===== src/rtl/code_patch_wb_pipe.sv =====
`default_nettype none
// ============================================================================
// Module      : code_patch_wb_pipe
// Description : Pipelined Wishbone pass-through that substitutes read data for
//               up to NUM_REGS programmable addresses ("code patches").
//               Reads that hit an enabled entry are answered locally and never
//               reach the bus side. All other requests are forwarded
//               combinationally. An in-order tracking FIFO keeps local and bus
//               responses in request order.
// Macro       : CODE_PATCH_HIT_CNT_EN - when defined, adds 16-bit saturating
//               per-entry hit counters. When undefined, hit_cnt_o is tied to
//               zero and no counter flops exist.
// Ports       : clk_i, rst_i           - clock, async active-high reset
//               wb_si_*                - CPU-side pipelined Wishbone slave
//               wb_mi_*                - bus-side pipelined Wishbone master
//               cfg_patch_en_i         - global patch enable
//               ctl_pat_addr/data/en_i - patch table
//               hit_cnt_o              - per-entry hit counters
// Revision    : 1.0 - initial release
// ============================================================================
module code_patch_wb_pipe #(
  parameter int  ADDR_WIDTH = 32,
  parameter int  DATA_WIDTH = 32,
  parameter int  NUM_REGS   = 4,
  parameter int  MAX_OUTST  = 4,
  localparam int SEL_WIDTH  = DATA_WIDTH / 8
) (
  input  logic                  clk_i,
  input  logic                  rst_i,
  // CPU side
  input  logic                  wb_si_cyc_i,
  input  logic                  wb_si_stb_i,
  input  logic                  wb_si_we_i,
  input  logic [ADDR_WIDTH-1:0] wb_si_adr_i,
  input  logic [DATA_WIDTH-1:0] wb_si_dat_i,
  input  logic [SEL_WIDTH-1:0]  wb_si_sel_i,
  output logic [DATA_WIDTH-1:0] wb_si_dat_o,
  output logic                  wb_si_ack_o,
  output logic                  wb_si_err_o,
  output logic                  wb_si_stall_o,
  // Bus side
  output logic                  wb_mi_cyc_o,
  output logic                  wb_mi_stb_o,
  output logic                  wb_mi_we_o,
  output logic [ADDR_WIDTH-1:0] wb_mi_adr_o,
  output logic [DATA_WIDTH-1:0] wb_mi_dat_o,
  output logic [SEL_WIDTH-1:0]  wb_mi_sel_o,
  input  logic [DATA_WIDTH-1:0] wb_mi_dat_i,
  input  logic                  wb_mi_ack_i,
  input  logic                  wb_mi_err_i,
  input  logic                  wb_mi_stall_i,
  // Patch control
  input  logic                  cfg_patch_en_i,
  input  logic [ADDR_WIDTH-1:0] ctl_pat_addr_i [NUM_REGS],
  input  logic [DATA_WIDTH-1:0] ctl_pat_data_i [NUM_REGS],
  input  logic [NUM_REGS-1:0]   ctl_pat_en_i,
  output logic [15:0]           hit_cnt_o [NUM_REGS]
);

  localparam int               PTR_W  = $clog2(MAX_OUTST);
  localparam int               CNT_W  = PTR_W + 1;
  localparam logic [CNT_W-1:0] C_FULL = CNT_W'(MAX_OUTST);

  // --------------------------------------------------------------------------
  // Patch table lookup
  // --------------------------------------------------------------------------
  logic [NUM_REGS-1:0]   pat_match;
  logic                  hit;
  logic [DATA_WIDTH-1:0] hit_data;

  // Scanning from the top down lets the lowest matching entry win.
  always_comb begin
    pat_match = '0;
    hit_data  = '0;
    for (int k = NUM_REGS - 1; k >= 0; k--) begin
      pat_match[k] = wb_si_cyc_i & wb_si_stb_i & ~wb_si_we_i & cfg_patch_en_i &
                     ctl_pat_en_i[k] & (wb_si_adr_i == ctl_pat_addr_i[k]);
      if (pat_match[k]) begin
        hit_data = ctl_pat_data_i[k];
      end
    end
  end

  assign hit = |pat_match;

  // --------------------------------------------------------------------------
  // Response-ordering FIFO. Each entry records whether it is answered locally
  // and, if so, the data to return. The entry index is not kept because the
  // counters are updated at accept time.
  // --------------------------------------------------------------------------
  logic [PTR_W-1:0]      rd_ptr_q, rd_ptr_d;
  logic [PTR_W-1:0]      wr_ptr_q, wr_ptr_d;
  logic [CNT_W-1:0]      count_q, count_d;
  logic [MAX_OUTST-1:0]  patched_q, patched_d;
  logic [DATA_WIDTH-1:0] data_q [MAX_OUTST];
  logic [DATA_WIDTH-1:0] data_d [MAX_OUTST];
  logic                  pat_ack_q, pat_ack_d;

  logic fifo_empty;
  logic fifo_full;
  logic head_fwd;
  logic accept;
  logic fwd_resp;
  logic pat_pop;
  logic pop;

  assign fifo_empty    = (count_q == '0);
  assign fifo_full     = (count_q == C_FULL);
  assign head_fwd      = ~fifo_empty & ~patched_q[rd_ptr_q];

  assign wb_si_stall_o = fifo_full | (~hit & wb_mi_stall_i);
  assign accept        = wb_si_cyc_i & wb_si_stb_i & ~wb_si_stall_o;

  // Bus responses are consumed only when the head is a forwarded request;
  // anything else (empty FIFO, patched head) is stray and dropped.
  assign fwd_resp      = wb_si_cyc_i & head_fwd & (wb_mi_ack_i | wb_mi_err_i);
  // pat_ack_q is only ever set while a patched entry is at the head.
  assign pat_pop       = wb_si_cyc_i & pat_ack_q;
  assign pop           = fwd_resp | pat_pop;

  always_comb begin
    rd_ptr_d  = rd_ptr_q;
    wr_ptr_d  = wr_ptr_q;
    count_d   = count_q;
    patched_d = patched_q;
    data_d    = data_q;
    pat_ack_d = 1'b0;

    if (!wb_si_cyc_i) begin
      // End of bus cycle: abandon all outstanding requests.
      rd_ptr_d = '0;
      wr_ptr_d = '0;
      count_d  = '0;
    end else begin
      if (accept) begin
        patched_d[wr_ptr_q] = hit;
        data_d[wr_ptr_q]    = hit_data;
        wr_ptr_d            = wr_ptr_q + 1'b1;
      end
      if (pop) begin
        rd_ptr_d = rd_ptr_q + 1'b1;
      end
      count_d = count_q + CNT_W'(accept) - CNT_W'(pop);
      // Look at the entry that will sit at the head next cycle (including one
      // being pushed right now into an otherwise drained FIFO). If it is a
      // patched entry, its ack is issued in that next cycle.
      if (count_d != '0) begin
        pat_ack_d = patched_d[rd_ptr_d];
      end
    end
  end

  always_ff @(posedge clk_i or posedge rst_i) begin
    if (rst_i) begin
      rd_ptr_q  <= '0;
      wr_ptr_q  <= '0;
      count_q   <= '0;
      patched_q <= '0;
      pat_ack_q <= 1'b0;
      for (int i = 0; i < MAX_OUTST; i++) begin
        data_q[i] <= '0;
      end
    end else begin
      rd_ptr_q  <= rd_ptr_d;
      wr_ptr_q  <= wr_ptr_d;
      count_q   <= count_d;
      patched_q <= patched_d;
      pat_ack_q <= pat_ack_d;
      data_q    <= data_d;
    end
  end

  // --------------------------------------------------------------------------
  // CPU-side response
  // --------------------------------------------------------------------------
  assign wb_si_ack_o = pat_pop | (wb_si_cyc_i & head_fwd & wb_mi_ack_i);
  assign wb_si_err_o = wb_si_cyc_i & head_fwd & wb_mi_err_i;

  always_comb begin
    wb_si_dat_o = '0;
    if (pat_pop) begin
      wb_si_dat_o = data_q[rd_ptr_q];
    end else if (wb_si_cyc_i && head_fwd && wb_mi_ack_i) begin
      wb_si_dat_o = wb_mi_dat_i;
    end
  end

  // --------------------------------------------------------------------------
  // Bus-side request: everything except a patch hit passes straight through.
  // --------------------------------------------------------------------------
  assign wb_mi_cyc_o = wb_si_cyc_i;
  assign wb_mi_stb_o = wb_si_stb_i & ~hit & ~fifo_full;
  assign wb_mi_we_o  = wb_si_we_i;
  assign wb_mi_adr_o = wb_si_adr_i;
  assign wb_mi_dat_o = wb_si_dat_i;
  assign wb_mi_sel_o = wb_si_sel_i;

  // --------------------------------------------------------------------------
  // Hit counters
  // --------------------------------------------------------------------------
`ifdef CODE_PATCH_HIT_CNT_EN
  logic [15:0] hit_cnt_q [NUM_REGS];
  logic [15:0] hit_cnt_d [NUM_REGS];

  always_comb begin : p_hit_cnt_next
    logic seen_lower;
    seen_lower = 1'b0;
    for (int k = 0; k < NUM_REGS; k++) begin
      hit_cnt_d[k] = hit_cnt_q[k];
      // Only the winning (lowest) entry counts; the counter saturates.
      if (accept && pat_match[k] && !seen_lower && (hit_cnt_q[k] != 16'hFFFF)) begin
        hit_cnt_d[k] = hit_cnt_q[k] + 16'd1;
      end
      seen_lower = seen_lower | pat_match[k];
    end
  end

  always_ff @(posedge clk_i or posedge rst_i) begin
    if (rst_i) begin
      for (int k = 0; k < NUM_REGS; k++) begin
        hit_cnt_q[k] <= '0;
      end
    end else begin
      hit_cnt_q <= hit_cnt_d;
    end
  end

  assign hit_cnt_o = hit_cnt_q;
`else
  always_comb begin
    for (int k = 0; k < NUM_REGS; k++) begin
      hit_cnt_o[k] = '0;
    end
  end
`endif

endmodule
`default_nettype wire


===== config.mk =====
export PLATFORM = sky130hd
export DESIGN_NAME = code_patch_wb_pipe
export DESIGN_NICKNAME = d
export VERILOG_FILES = /design/src/rtl/code_patch_wb_pipe.sv
export SDC_FILE = /design/constraint.sdc
export NUM_CORES = 1
export LEC_CHECK = 0
export BUFFER_PORTS_ARGS = -buffer_cell sky130_fd_sc_hd__buf_4
export CAP_MARGIN = 10
export CORE_AREA = 5 5 207 209
export DETAILED_ROUTE_END_ITERATION = 10
export DIE_AREA = 0 0 212 214
export GPL_ROUTABILITY_DRIVEN = 0
export SYNTH_ARGS = -nofsm -noshare
export SYNTH_HDL_FRONTEND = slang
export SYNTH_SLANG_ARGS = --single-unit
export TNS_END_PERCENT = 20

===== constraint.sdc =====
create_clock -name clk_i -period 10.21 [get_ports clk_i]
set_clock_uncertainty 0.1 [all_clocks]
set_input_delay 2.5525 -clock clk_i [delete_from_list [all_inputs] [get_ports clk_i]]
set_output_delay 2.5525 -clock clk_i [all_outputs]
set_load 0.02 [all_outputs]

======== Word-level counts from Yosys, hierarchy flattened ========
Index checks and enable logic that the tools add are counted.
word-level totals
  flip-flop bits (word level) ............. 140
  word-level logic and storage cells ...... 96
cells by class
  add/subtract/negate cells ............... 4
  magnitude comparators ................... 7
  equal/unequal tests ..................... 6
  multiplexer cells ....................... 29
  bitwise logic cells ..................... 33
  reduce and logical (&&, ||, !) cells .... 8
operators by type and width
  kind                                                                           count
  32-bit 2-to-1 mux                                                              9
  128-bit bitwise mux                                                            1
  32-bit == test                                                                 4
  32-bit binary-select mux with 2-bit select                                     1
  32-bit demux with 2-bit select                                                 1
  1-bit bitwise AND                                                              21
  2-bit 2-to-1 mux                                                               5
  2-bit by 3-bit less-than comparator with 1-bit output (second input constant)  3
  4-bit 2-to-1 mux                                                               2
  3-bit >= comparator (second input constant)                                    2
  1-bit NOT                                                                      6
  2-bit NOT with 3-bit output                                                    2
  1-bit 2-to-1 mux                                                               5
  2-bit by 1-bit adder with 2-bit output (second input constant)                 2
  1-bit binary-select mux with 2-bit select                                      2
  4-bit bitwise mux                                                              1
  1-bit logical AND                                                              4
  1-bit OR                                                                       4
  4-bit OR reduction                                                             1
  3-bit by 1-bit adder with 3-bit output                                         1
  3-bit == test (second input constant)                                          1
  3-bit logical NOT                                                              1
  3-bit by 1-bit less-than comparator with 1-bit output (second input constant)  1
  3-bit 2-to-1 mux                                                               1
  other kinds (6)                                                                6

======== Longest topological paths before layout ========
  word-level depth ........................ 17
  gate-level depth with buffers ........... 19
  depth with buffers taken out ............ 17

======== Least setup slack after synthesis ========
OpenSTA, ideal clock, no wires.
  kind .................................... input port to output port
  start point ............................. input wb_si_adr_i[30]
  end point ............................... output wb_mi_stb_o
  arrival time ............................ 4.130 ns
  required time ........................... 7.557 ns
  path slack .............................. 3.428 ns
  stages .................................. 7
  buffers on the path ..................... 2
  path through ............................ clkbuf_1 xnor2_1 and3_1 and4_1 buf_2 nor4_4 and3_1
between the ends
  word-level cells in the longest chain between the ends .. 6
ends and longest elaborated chain
  what                                 line  source
  start, declared                      34    input logic [ADDR_WIDTH-1:0] wb_si_adr_i,
  32-bit == test                       77    ctl_pat_en_i[k] & (wb_si_adr_i == ctl_pat_addr_i[k]);
  1-bit bitwise AND                    77
  4-bit OR reduction (*)               84    assign hit = |pat_match;
  1-bit NOT (*)                        192   assign wb_mi_stb_o = wb_si_stb_i & ~hit & ~fifo_full;
  1-bit bitwise AND (*) (2 in series)  192
  end, declared                        43    output logic wb_mi_stb_o,
Every way passes the cells marked *; elsewhere a longest branch is shown, timed or not.

======== Final worst setup path ========
  start point ............................. input wb_si_adr_i[11]
  end point ............................... output wb_mi_stb_o
The elaborated chain is that of the path after synthesis.

==> summary.txt <==
STA
  • Hold Vio Cnt, Final: 0
  • Endpoints failing setup: 0
  • Worst-margin pin slew: 1030 ps
  • Final count of pins violating max slew: 0
  • Setup TNS: 0 ps
  • Final period util: 73.9%
  • Max Freq: 133 MHz
  • Final min period: 7540 ps
  • Max-Slew Margin vs Limit: 30.9%
  • RSZ-0062 raised after global routing: false

Logic synthesis
  • Top cells by count, synth: buf_4, dfrtp_1, mux2_1
  • Distinct cells, synth: 38
  • Mean Syn Cell Area: 10.8 um2
  • Post-synth ARST share: 100%
  • Cell taking the most area after synthesis: dfrtp_1
  • Number of synthesized flops with an enable pin: 0
  • Synth Flop Type: dfrtp_1
  • Sequential area share after synthesis: 35.1%
  • YS warnings: 0
  • Post-Synthesis Cell Area: 9980 um2
  • Flops & latches, synth: 140
  • Most common cell in the netlist: buf_4
  • Share of the synthesized area in the top cell type: 35.1%
  • Cells after Synth: 921
  • Synth top area cells: dfrtp_1, mux2_1, buf_4

Clocking
  • Clock transition at path regs: 60 ps
  • Total setup buffers inserted after CTS: 0
  • Num CTS Buffers: 17
  • Clock root buffer: clkbuf_16
  • CTS Buffer Depth: 2
  • CTS hold repair buffers: 0
  • Clock sink count: 140
  • Clk Latency, worst-skew pair: 410 ps
  • Htree depth: 4
  • Post-CTS Resized: 0
  • CTS tree: yes

Final layout
  • Ant diodes: 0
  • Design Area, Final: 13300 um2
  • Nets: 1588
  • Area growth syn-to-layout: 33.0%
  • Share of post-route cells with drive strength above 1: 39.8%
  • Non-filler instance count after layout: 1757

Die
  • Core area: 40600 um2
  • Rows: 74
  • Die span in x: 212 um
  • Vert. Die Dim: 214 um
  • Initial Util: 24.6%
  • Total I/O pin count: 539
  • Die area: 45400 um2

Pwr
  • Leakage power: 6.54 nW
  • Total power: 1.67 mW
  • Peak supply drop: 99.7 uV
  • Pwr/cell area: 126 nW/um2

Route
  • Final wirelength: 35600 um
  • # DRC: 0
  • DR pass1 iterations: 4
  • DR vias/cell: 4.56
  • Routed wire length per instance: 20.3 um
  • DR iter-0 viols: 361
  • Post-DRT Antenna Nets: 0
  • Via count: 8011

Place
  • Post-DP HPWL: 27500 um
  • Port Buffers: 402
  • Inst Count DP: 1725
  • Placed cell area: 12700 um2

Global route
  • Grt ovf: 0
  • First-pass GRT wire length: 52800 um
  • Largest net degree at the start of global routing: 73
  • Vias in the first global route: 8531
  • Initial antenna violation count: 1
  • GRT Total Usage: 15.1%

Critical path
  • CP arrival: 4890 ps
  • Setup CP Type: input pin to primary output
  • CP max FO: 34
  • Critical Path RT: 7560 ps
  • Startpoint Class: input pin
  • Crit path capture type: primary output

Job
  • Max Cap Viol: 0

Outcome
  • Status: complete, no violations

Hold path
  • Worst min path class: register to register
## metal layers
layer / GRT usage [%] / share of wire (%)
met5: 0 / 0
met4: 3.63 / 1.5
met3: 2.98 / 6.6
met2: 24.3 / 48
met1: 21.0 / 44
## where the power goes
part           switching, mW  leakage (nW)  total [mW]  internal (mW)
registers            0.00718          1.95       0.570          0.563
clock network          0.266         0.280       0.618          0.352
logic                  0.257          4.31       0.484          0.227
## through the flow
| stage | hold WS (ps) | util (%) | setup WS, ps |
|---|---|---|---|
| final | 387 | 32.7 | 2670 |
| after global routing | 397 | 32.7 | 2580 |
| after CTS | 392 | 32.7 | 2780 |
| after detailed placement | 378 | 31.2 | 2790 |
| after global placement | 368 | 31.2 | 2800 |
| after floorplan | 359 | - | 3430 |
## worst max-delay path, stage by stage
cell and delay [ps]:
buf_4 150, xnor2_1 360, nand4_1 160, nor4_1 440, and4_1 260, buf_4 410, nor4_4 160, and3_1 220
buf_4 160
## registers in the layout, summed over array words and instances (netlist names)
register and cells:
patched_q 4, count_q 3, rd_ptr_q 2, pat_ack_q 1
wr_ptr_q 2, data_q 128
## logic make-up after synthesis
group / after synthesis / synth area share, %
xor+xnor: 132 / 11.6
compound gates: 107 / 8.08
mux: 162 / 22.0
other cells: 1 / 0.0376
buf+inv: 211 / 13.4
flops: 140 / 35.1
simple gates: 161 / 8.83
fa+ha+maj: 7 / 0.952
## area by class of cell
cell class                      instances  area [um2]
Fill cell                            4188       27400
Multi-Input combinational cell        633        5400
Sequential cell                       140        3510
Timing Repair Buffer                  411        3090
Tap cell                              532         666
Clock buffer                           18         439
Clock inverter                         14         148
Inverter                                9        38.8
## path summary, 6_finish.rpt
path | startpoint | endpoint | slack, ps | cells after the start
max reg2reg | rd_ptr_q[0] | pat_ack_q | 5730 | 15
max | wb_si_adr_i[11] | wb_mi_stb_o | 2670 | 9
min | data_q[57] | data_q[57] | 390 | 1
min reg2reg | data_q[57] | data_q[57] | 390 | 1
min in group asynchronous | rst_i | data_q[74] | 2130 | 2
max in group asynchronous | rst_i | data_q[69] | 6500 | 3
## cell usage in the layout (no fill, tap or decap), drive strengths merged, types with 2 or more instances in the layout
cell type	netlist	routed
clkbuf	51	18
nor3b	2	2
and2	5	5
nor3	4	4
clkinvlp	0	3
o21ai	4	4
clkinv	0	2
buf	151	411
nor2b	2	2
and3	38	38
a22o	32	32
a221oi	32	32
and4	5	5
conb	1	64
o31ai	3	3
xnor2	115	115
o311ai	2	2
ha	6	6
xor2	17	17
nor2	37	37
mux2	128	128
nor4	9	9
nand4	26	26
mux4	33	33
nand3	5	5
dfrtp	140	140
nand2	25	25
a21oi	33	33
inv	9	17
Power figures use the tool's default switching activity.
